`src/rtl/demux_1para8_8bits_reg_pkg.sv`:
```
// rtl/demux_1para8_8bits_reg_pkg.sv - shared constants, FSM encoding and occupancy helper
package demux_1para8_8bits_reg_pkg;

  localparam int N_SAIDAS = 8;

  typedef enum logic [1:0] {
    VAZIO   = 2'd0,
    PARCIAL = 2'd1,
    CHEIO   = 2'd2
  } estado_t;

  // Occupancy class of a valid mask: none, some, or all registers written.
  function automatic estado_t estado_de(input logic [N_SAIDAS-1:0] v);
    if (v == '0)
      return VAZIO;
    else if (&v)
      return CHEIO;
    else
      return PARCIAL;
  endfunction

endpackage

```
`src/rtl/demux_1para8_8bits_reg_if.sv`:
```
// rtl/demux_1para8_8bits_reg_if.sv - write request and holding-register bank bundle
interface demux_1para8_8bits_reg_if
  import demux_1para8_8bits_reg_pkg::*;
#(
  parameter int W = 8
);

  logic [W-1:0]        din;
  logic [2:0]          sel;
  logic                wr_en;
  logic                auto_mode;
  logic                clr;

  logic [W-1:0]        out0;
  logic [W-1:0]        out1;
  logic [W-1:0]        out2;
  logic [W-1:0]        out3;
  logic [W-1:0]        out4;
  logic [W-1:0]        out5;
  logic [W-1:0]        out6;
  logic [W-1:0]        out7;
  logic [N_SAIDAS-1:0] valid;
  logic [2:0]          ptr;
  logic                ack;
  logic [2:0]          ack_idx;
  logic                full;
  logic                ovf;

  modport master (
    output din, sel, wr_en, auto_mode, clr,
    input  out0, out1, out2, out3, out4, out5, out6, out7,
    input  valid, ptr, ack, ack_idx, full, ovf
  );

  modport slave (
    input  din, sel, wr_en, auto_mode, clr,
    output out0, out1, out2, out3, out4, out5, out6, out7,
    output valid, ptr, ack, ack_idx, full, ovf
  );

endinterface

```
`src/rtl/demux_1para8_8bits_reg_decodificador_3x8.sv`:
```
// rtl/demux_1para8_8bits_reg_decodificador_3x8.sv - gated one-hot decoder for register load enables
module decodificador_3x8
  import demux_1para8_8bits_reg_pkg::*;
(
  input  logic [2:0]          idx,
  input  logic                en,
  output logic [N_SAIDAS-1:0] onehot
);

  always_comb begin
    onehot = '0;
    if (en)
      onehot[idx] = 1'b1;
  end

endmodule

```
`src/rtl/demux_1para8_8bits_reg.sv`:
```
// rtl/demux_1para8_8bits_reg.sv - registered 1-to-8 demux with auto-increment scatter and occupancy FSM
module demux_1para8_8bits_reg
  import demux_1para8_8bits_reg_pkg::*;
#(
  parameter int W = 8
)(
  input  logic               clk,
  input  logic               rst,
  demux_1para8_8bits_reg_if.slave bus
);

  logic [W-1:0]        regs [N_SAIDAS];
  logic [N_SAIDAS-1:0] valid_q;
  logic [2:0]          ptr_q;
  logic [2:0]          idx_q;
  logic                ack_q;
  logic                ovf_q;
  logic                full;
  estado_t             estado;
  estado_t             estado_prox;

  logic [2:0]          d;
  logic                aceita;
  logic [N_SAIDAS-1:0] carga;

  assign d      = bus.auto_mode ? ptr_q : bus.sel;
  // Auto mode refuses to write into a full bank; direct mode may always overwrite.
  assign aceita = bus.wr_en && !bus.clr && !(bus.auto_mode && full);

  decodificador_3x8 u_dec (
    .idx    (d),
    .en     (aceita),
    .onehot (carga)
  );

  always_ff @(posedge clk) begin
    if (rst || bus.clr) begin
      for (int i = 0; i < N_SAIDAS; i++)
        regs[i] <= '0;
      valid_q <= '0;
      ptr_q   <= 3'd0;
      idx_q   <= 3'd0;
      ack_q   <= 1'b0;
      ovf_q   <= 1'b0;
    end else begin
      for (int i = 0; i < N_SAIDAS; i++)
        if (carga[i])
          regs[i] <= bus.din;
      valid_q <= valid_q | carga;
      ack_q   <= aceita;
      if (aceita)
        idx_q <= d;
      if (aceita && bus.auto_mode)
        ptr_q <= ptr_q + 3'd1;
      if (bus.wr_en && bus.auto_mode && full)
        ovf_q <= 1'b1;
    end
  end

  always_ff @(posedge clk) begin
    if (rst)
      estado <= VAZIO;
    else
      estado <= estado_prox;
  end

  // Next state follows the valid mask as it will be after this edge.
  always_comb begin
    estado_prox = estado;
    if (bus.clr)
      estado_prox = VAZIO;
    else
      estado_prox = estado_de(valid_q | carga);
  end

  always_comb begin
    full = 1'b0;
    if (estado == CHEIO)
      full = 1'b1;
  end

  assign bus.out0    = regs[0];
  assign bus.out1    = regs[1];
  assign bus.out2    = regs[2];
  assign bus.out3    = regs[3];
  assign bus.out4    = regs[4];
  assign bus.out5    = regs[5];
  assign bus.out6    = regs[6];
  assign bus.out7    = regs[7];
  assign bus.valid   = valid_q;
  assign bus.ptr     = ptr_q;
  assign bus.ack     = ack_q;
  assign bus.ack_idx = idx_q;
  assign bus.full    = full;
  assign bus.ovf     = ovf_q;

endmodule
```
`src/flat_wrapper.sv`:
```
// flat-port wrapper written by rule: the top's interface ports become plain ports
module demux_1para8_8bits_reg_flat import demux_1para8_8bits_reg_pkg::*;
#(
  parameter int W = 8
)
  (clk, rst, bus_din, bus_sel, bus_wr_en, bus_auto_mode, bus_clr, bus_out0, bus_out1, bus_out2, bus_out3, bus_out4, bus_out5, bus_out6, bus_out7, bus_valid, bus_ptr, bus_ack, bus_ack_idx, bus_full, bus_ovf);
  demux_1para8_8bits_reg_if #(.W(W)) bus_i ();
  input  logic clk;
  input  logic rst;
  input wire logic [$bits(bus_i.din)-1:0] bus_din;
  input wire logic [$bits(bus_i.sel)-1:0] bus_sel;
  input wire logic [$bits(bus_i.wr_en)-1:0] bus_wr_en;
  input wire logic [$bits(bus_i.auto_mode)-1:0] bus_auto_mode;
  input wire logic [$bits(bus_i.clr)-1:0] bus_clr;
  output wire logic [$bits(bus_i.out0)-1:0] bus_out0;
  output wire logic [$bits(bus_i.out1)-1:0] bus_out1;
  output wire logic [$bits(bus_i.out2)-1:0] bus_out2;
  output wire logic [$bits(bus_i.out3)-1:0] bus_out3;
  output wire logic [$bits(bus_i.out4)-1:0] bus_out4;
  output wire logic [$bits(bus_i.out5)-1:0] bus_out5;
  output wire logic [$bits(bus_i.out6)-1:0] bus_out6;
  output wire logic [$bits(bus_i.out7)-1:0] bus_out7;
  output wire logic [$bits(bus_i.valid)-1:0] bus_valid;
  output wire logic [$bits(bus_i.ptr)-1:0] bus_ptr;
  output wire logic [$bits(bus_i.ack)-1:0] bus_ack;
  output wire logic [$bits(bus_i.ack_idx)-1:0] bus_ack_idx;
  output wire logic [$bits(bus_i.full)-1:0] bus_full;
  output wire logic [$bits(bus_i.ovf)-1:0] bus_ovf;
  assign bus_i.din = bus_din;
  assign bus_i.sel = bus_sel;
  assign bus_i.wr_en = bus_wr_en;
  assign bus_i.auto_mode = bus_auto_mode;
  assign bus_i.clr = bus_clr;
  assign bus_out0 = bus_i.out0;
  assign bus_out1 = bus_i.out1;
  assign bus_out2 = bus_i.out2;
  assign bus_out3 = bus_i.out3;
  assign bus_out4 = bus_i.out4;
  assign bus_out5 = bus_i.out5;
  assign bus_out6 = bus_i.out6;
  assign bus_out7 = bus_i.out7;
  assign bus_valid = bus_i.valid;
  assign bus_ptr = bus_i.ptr;
  assign bus_ack = bus_i.ack;
  assign bus_ack_idx = bus_i.ack_idx;
  assign bus_full = bus_i.full;
  assign bus_ovf = bus_i.ovf;
  demux_1para8_8bits_reg #(.W(W)) u_core (.clk(clk), .rst(rst), .bus(bus_i));
endmodule
```
`config.mk`:
```
export PLATFORM = sky130hd
export DESIGN_NAME = demux_1para8_8bits_reg_flat
export DESIGN_NICKNAME = d
export VERILOG_FILES = /design/src/rtl/demux_1para8_8bits_reg_pkg.sv /design/src/rtl/demux_1para8_8bits_reg_if.sv /design/src/rtl/demux_1para8_8bits_reg_decodificador_3x8.sv /design/src/rtl/demux_1para8_8bits_reg.sv /design/src/flat_wrapper.sv
export SDC_FILE = /design/constraint.sdc
export NUM_CORES = 1
export LEC_CHECK = 0
export ABC_CLOCK_PERIOD_IN_PS = 3250
export CAP_MARGIN = 30
export CORE_MARGIN = 3
export CORE_UTILIZATION = 35
export CTS_CLUSTER_SIZE = 10
export DETAILED_ROUTE_END_ITERATION = 7
export SLEW_MARGIN = 30
export SYNTH_ARGS = -nofsm -noshare
export SYNTH_HDL_FRONTEND = slang
export SYNTH_SLANG_ARGS = --single-unit
export TNS_END_PERCENT = 50
```
`constraint.sdc`:
```
create_clock -name clk -period 3.25 [get_ports clk]
set_input_delay 0.65 -clock clk [delete_from_list [all_inputs] [get_ports clk]]
set_output_delay 0.65 -clock clk [all_outputs]
set_load 0.02 [all_outputs]
```
After elaboration in Yosys (flattened, before gate mapping)

Memory sizes are Yosys's and may differ from the RTL's.
Index checks and enable logic that the tools add are counted.
Widths: inputs -> output; s select.

Register bits: 18
Latch bits: 0
RAM bits: 64
ROM bits: 0
Bits of input ports: 16
Output and inout port bits: 81
Word-level logic and storage cells: 73
Memories: 1

Memory list:

| memory      | depth | width | rd ports | clocked after memory_dff | wr ports | RTL line                     | source |
|---|---|---|---|---|---|---|---|
| u_core.regs | 8     | 8     | 8        | 0                        | 8        | demux_1para8_8bits_reg.sv:12 | `logic [W-1:0] regs [N_SAIDAS];` |

Add/subtract/negate cells: 1
Multiply operators: 0
Divide/modulo/power cells: 0
Order comparisons: 2
Equal/unequal tests: 1
Shifts and indexed selects: 0
Muxes and demuxes: 40
Bitwise gates (word level): 9
Reductions and logical operators: 13

Operators with widths:

| kind                | number |
|---|---|
| $mux 8              | 9 |
| $mux 1              | 28 |
| $logic_not 8->1     | 1 |
| $or 1x1->1          | 8 |
| $or 8x8->8          | 1 |
| $reduce_and 8->1    | 1 |
| $logic_and 1x1->1   | 7 |
| $lt 3x4->1 const B  | 1 |
| $add 3x1->3 const B | 1 |
| $demux 1 s3         | 1 |
| $ge 3x1->1 const B  | 1 |
| $mux 3              | 1 |
| $reduce_or 3->1     | 1 |
| $eq 2x2->1 const B  | 1 |
| $logic_not 1->1     | 2 |
| $mux 2              | 1 |
| $logic_or 1x1->1    | 1 |

Depth between registers and ports, before layout

Word-level depth: 10
Depth in mapped cells: 7
Gate-level depth less buffers: 5

Modules after synthesis

A second synthesis with hierarchy kept.

Cell total of the unflattened synthesis: 232
Area total of the unflattened synthesis: 3214.3 um^2

By module, submodules not included:

| module                 | times used | cells each | area each (um^2) |
|---|---|---|---|
| demux_1para8_8bits_reg | 1          | 224        | 3118.0 |
| decodificador_3x8      | 1          | 8          | 96.3 |

Worst setup path after synthesis

Ideal clock, no wire load.

Path kind: input port to flip-flop
Start: input bus_auto_mode
End: memory u_core.regs[4][0] (netlist: u_core.regs[1][0]) (enable)
Library setup time: 329 ps
Arrival time: 1802 ps
Required time: 2921 ps
Setup slack: 1118 ps
Cell stages on the path: 5
Cell sequence: buf_6 > mux2_2 > nor2_1 > nand2_1 > nand2_1

RTL lines:

| what            | RTL line                     | source |
|---|---|---|
| start, declared | flat_wrapper.sv:13           | `input wire logic [$bits(bus_i.auto_mode)-1:0] bus_auto_mode;` |
| end, declared   | demux_1para8_8bits_reg.sv:12 |  |

==> impl_metrics.yaml <==
final_layout:
  fillers: 731
  final_cell_mix: "96 x clkdlybuf4s50_1, 64 x nor2_1, 64 x edfxtp_1"
  drive_above_1_share_pct: 8.547
  final_util_pct: 52.24
  final_common_cell: "clkdlybuf4s50_1"
  nNetsFinal: 363
  syn_to_final_growth_pct: 42.59
  diodes: 0
floorplan:
  design.core.area_um2: 8341
  die_y_um: 99.44
  ioPinCount: 97
  die_area_um2: 9887
  initial_core_util_pct: 36.63
  rows: 33
  die_width_um: 99.44
power_and_ir_drop:
  clkPwrFrac_pct: 31.9
  seqPwrFrac_pct: 55.9
  switching_share_pct: 25.92
  max-vdd-ir-drop_mv: 0.2368
  p_comb_share_pct: 12.2
  p_sw_uw: 555.4
  power-per-cell-area_nw_per_um2: 491.9
  internal-power_uw: 1588
  p_total_uw: 2143
  p_leak_uw: 0.001621
timing:
  finalMaxSlewViolations: 0
  setup_slack_ns: 0.7417
  tns_ns: 0
  clock_skew_ns: 0.008563
  final.min_clock_period_ns: 2.508
  finalCritPeriodShare_pct: 77.18
  whs_ns: 0.4913
  hold_viol: 0
  rsz0062_at_grt: "false"
  final-setup-viol-count: 0
  fmax_ghz: 0.3987
  slew_headroom_pct: 64.72
  worstMarginPinSlew_ns: 0.5273
place:
  port-buffer-count: 96
  gp_congestion: 0.8377
  hpwlAfterDp_um: 5334
  pre_cts_ws_ns: 0.3844
setup_path:
  cp_max_fo: 10
  reg2reg_depth: 4
  cp_data_arrival_time_ns: 2.54
  critical_path_required_ns: 3.28
  reg2reg_to: "u_core.regs[0][1]"
  rrSetupSlack_ns: 1.51
  critPathKind: "primary input to register"
  start_kind: "primary input"
  end_kind: "register"
  reg2reg_from: "u_core.bus.ptr[0]"
worst_hold_path:
  whs_endpoint: "u_core.bus.valid[5]"
  whs_path_depth: 2
  min_path_type: "register to register"
  worstHoldStart: "u_core.bus.valid[5]"
routing:
  wire_per_inst_um: 15.78
  postRouteAntennaNets: 0
  vias: 2176
  drt_wl_total_um: 7196
  drt-initial-drc-count: 114
  vias_per_cell: 4.772
  drc: 0
  first_pass_iters: 5
synth:
  async_flop_share_pct: 0
  syn_area_um2: 3055
  yosys-top-cells-area: "edfxtp_1 63%, dfxtp_1 12%, nor2_1 7.9%"
  synth-seq-cells: 82
  syn_inst: 236
  synth_ff_type: "edfxtp_1"
  synthDominantCellAreaShare_pct: 62.90
  seq_area_frac_synth_pct: 74.69
  synth_edf_count: 64
  syn_nets: 253
  yosys.area.top_type: "edfxtp_1"
  syn_area_per_cell_um2: 12.95
  synth_cell_types: 34
  yosys_warnings: 0
outcome:
  status: "completed"
clocking:
  clk_latency_ns: 0.35
  cts_sinks: 82
  cts_setup_buffers: 0
  cts_tree: "yes"
  cts-htree-levels: 3
  cts.reportedPaths.clkPinSlew_ns: 0.09
  clockBufferDepth: 2
  hold_buffers: 0
  cts_inserted_buffers: 9
  ctsResizeCount: 0
  cts-root-buf: "clkbuf_8"
grt:
  track_usage_pct: 14.95
  grt_remaining_overflow: 0
  grt_pass1_wl_um: 11280
  grt_antenna_before_repair: 0
  grt_pass1_vias: 2131
  grt_max_degree: 20
flow_run:
  maxCapViolations: 0
[area by class of cell]
cell class	count	area, um^2	share of cell area, %
Tap cell	105	131.4	3.016
Multi-Input combinational cell	137	694.4	15.94
Timing Repair Buffer	103	1013	23.26
Inverter	13	48.80	1.120
Clock buffer	9	123.9	2.843
Sequential cell	82	2282	52.38
Clock inverter	7	62.56	1.436
[critical path, stage by stage]
cell             delay [ns]
clkdlybuf4s50_1        0.71
mux2_2                 0.41
nor2_1                 0.32
nand2_1                0.16
nand2_1                0.28
[cells by family after synthesis]
group           Yosys count  share of synthesized area [%]
fa+ha+maj                 1                         0.4094
flops                    82                          74.69
mux                       5                          1.884
simple gates            109                          15.56
xor+xnor                  2                         0.5734
compound gates           20                          4.300
buf+inv                  17                          2.580
[power groups by stage]
stage / combinational (uW) / clock [uW] / sequential (uW)
detailed placement: 263 / 0 / 1220
global route: 275 / 741 / 1200
finish: 261 / 685 / 1200
CTS: 263 / 692 / 1200
floorplan: 53.2 / 0 / 1290
global placement: 261 / 0 / 1220
[worst max path at each step]
stage,from,endpoint,depth (start not counted)
after floorplan,bus_auto_mode,u_core.regs[1][0],5
after global placement,bus_auto_mode,u_core.regs[0][3],5
after global routing,bus_auto_mode,u_core.regs[0][1],5
final,bus_auto_mode,u_core.regs[0][1],5
after CTS,bus_auto_mode,u_core.regs[0][5],5
after detailed placement,bus_auto_mode,u_core.regs[0][5],5
[through the flow]
step | area (um^2) | cells
after floorplan | 3055 | 236
after global placement | 4170 | 440
after detailed placement | 4170 | 440
after CTS | 4357 | 456
after global routing | 4357 | 456
final | 4357 | 456
[per-layer routing]
| layer | routed length, um | GRT usage, % | part of all wire, % | up-vias |
|---|---|---|---|---|
| met5 | 0 | 0 | 0 | - |
| met4 | 92 | 6.303 | 1.3 | 0 |
| met3 | 584 | 4.137 | 8.1 | 10 |
| met2 | 3155 | 22.42 | 44 | 100 |
| met1 | 3363 | 20.47 | 47 | 1024 |
| li1 | - | - | - | 1042 |
[synthesized netlist by cell type (2+ instances only)]
| master | n |
|---|---|
| a21o_1 | 2 |
| xor2_1 | 2 |
| inv_1 | 13 |
| nor4_1 | 2 |
| nor2b_1 | 2 |
| nor2_1 | 64 |
| mux2i_1 | 2 |
| a21oi_1 | 8 |
| a32oi_1 | 2 |
| mux2_2 | 2 |
| buf_6 | 2 |
| nand2_1 | 27 |
| a211oi_1 | 2 |
| and2_1 | 2 |
| clkbuf_1 | 2 |
| dfxtp_1 | 18 |
| edfxtp_1 | 64 |
| nand3_1 | 4 |
[registers in the layout (all words and copies together) (netlist names)]
name	count
u_core.bus.ovf	1
u_core.estado	2
u_core.bus.ptr	3
u_core.bus.ack_idx	3
u_core.bus.valid	8
u_core.regs	64
u_core.bus.ack	1
Power figures use the tool's default switching activity.
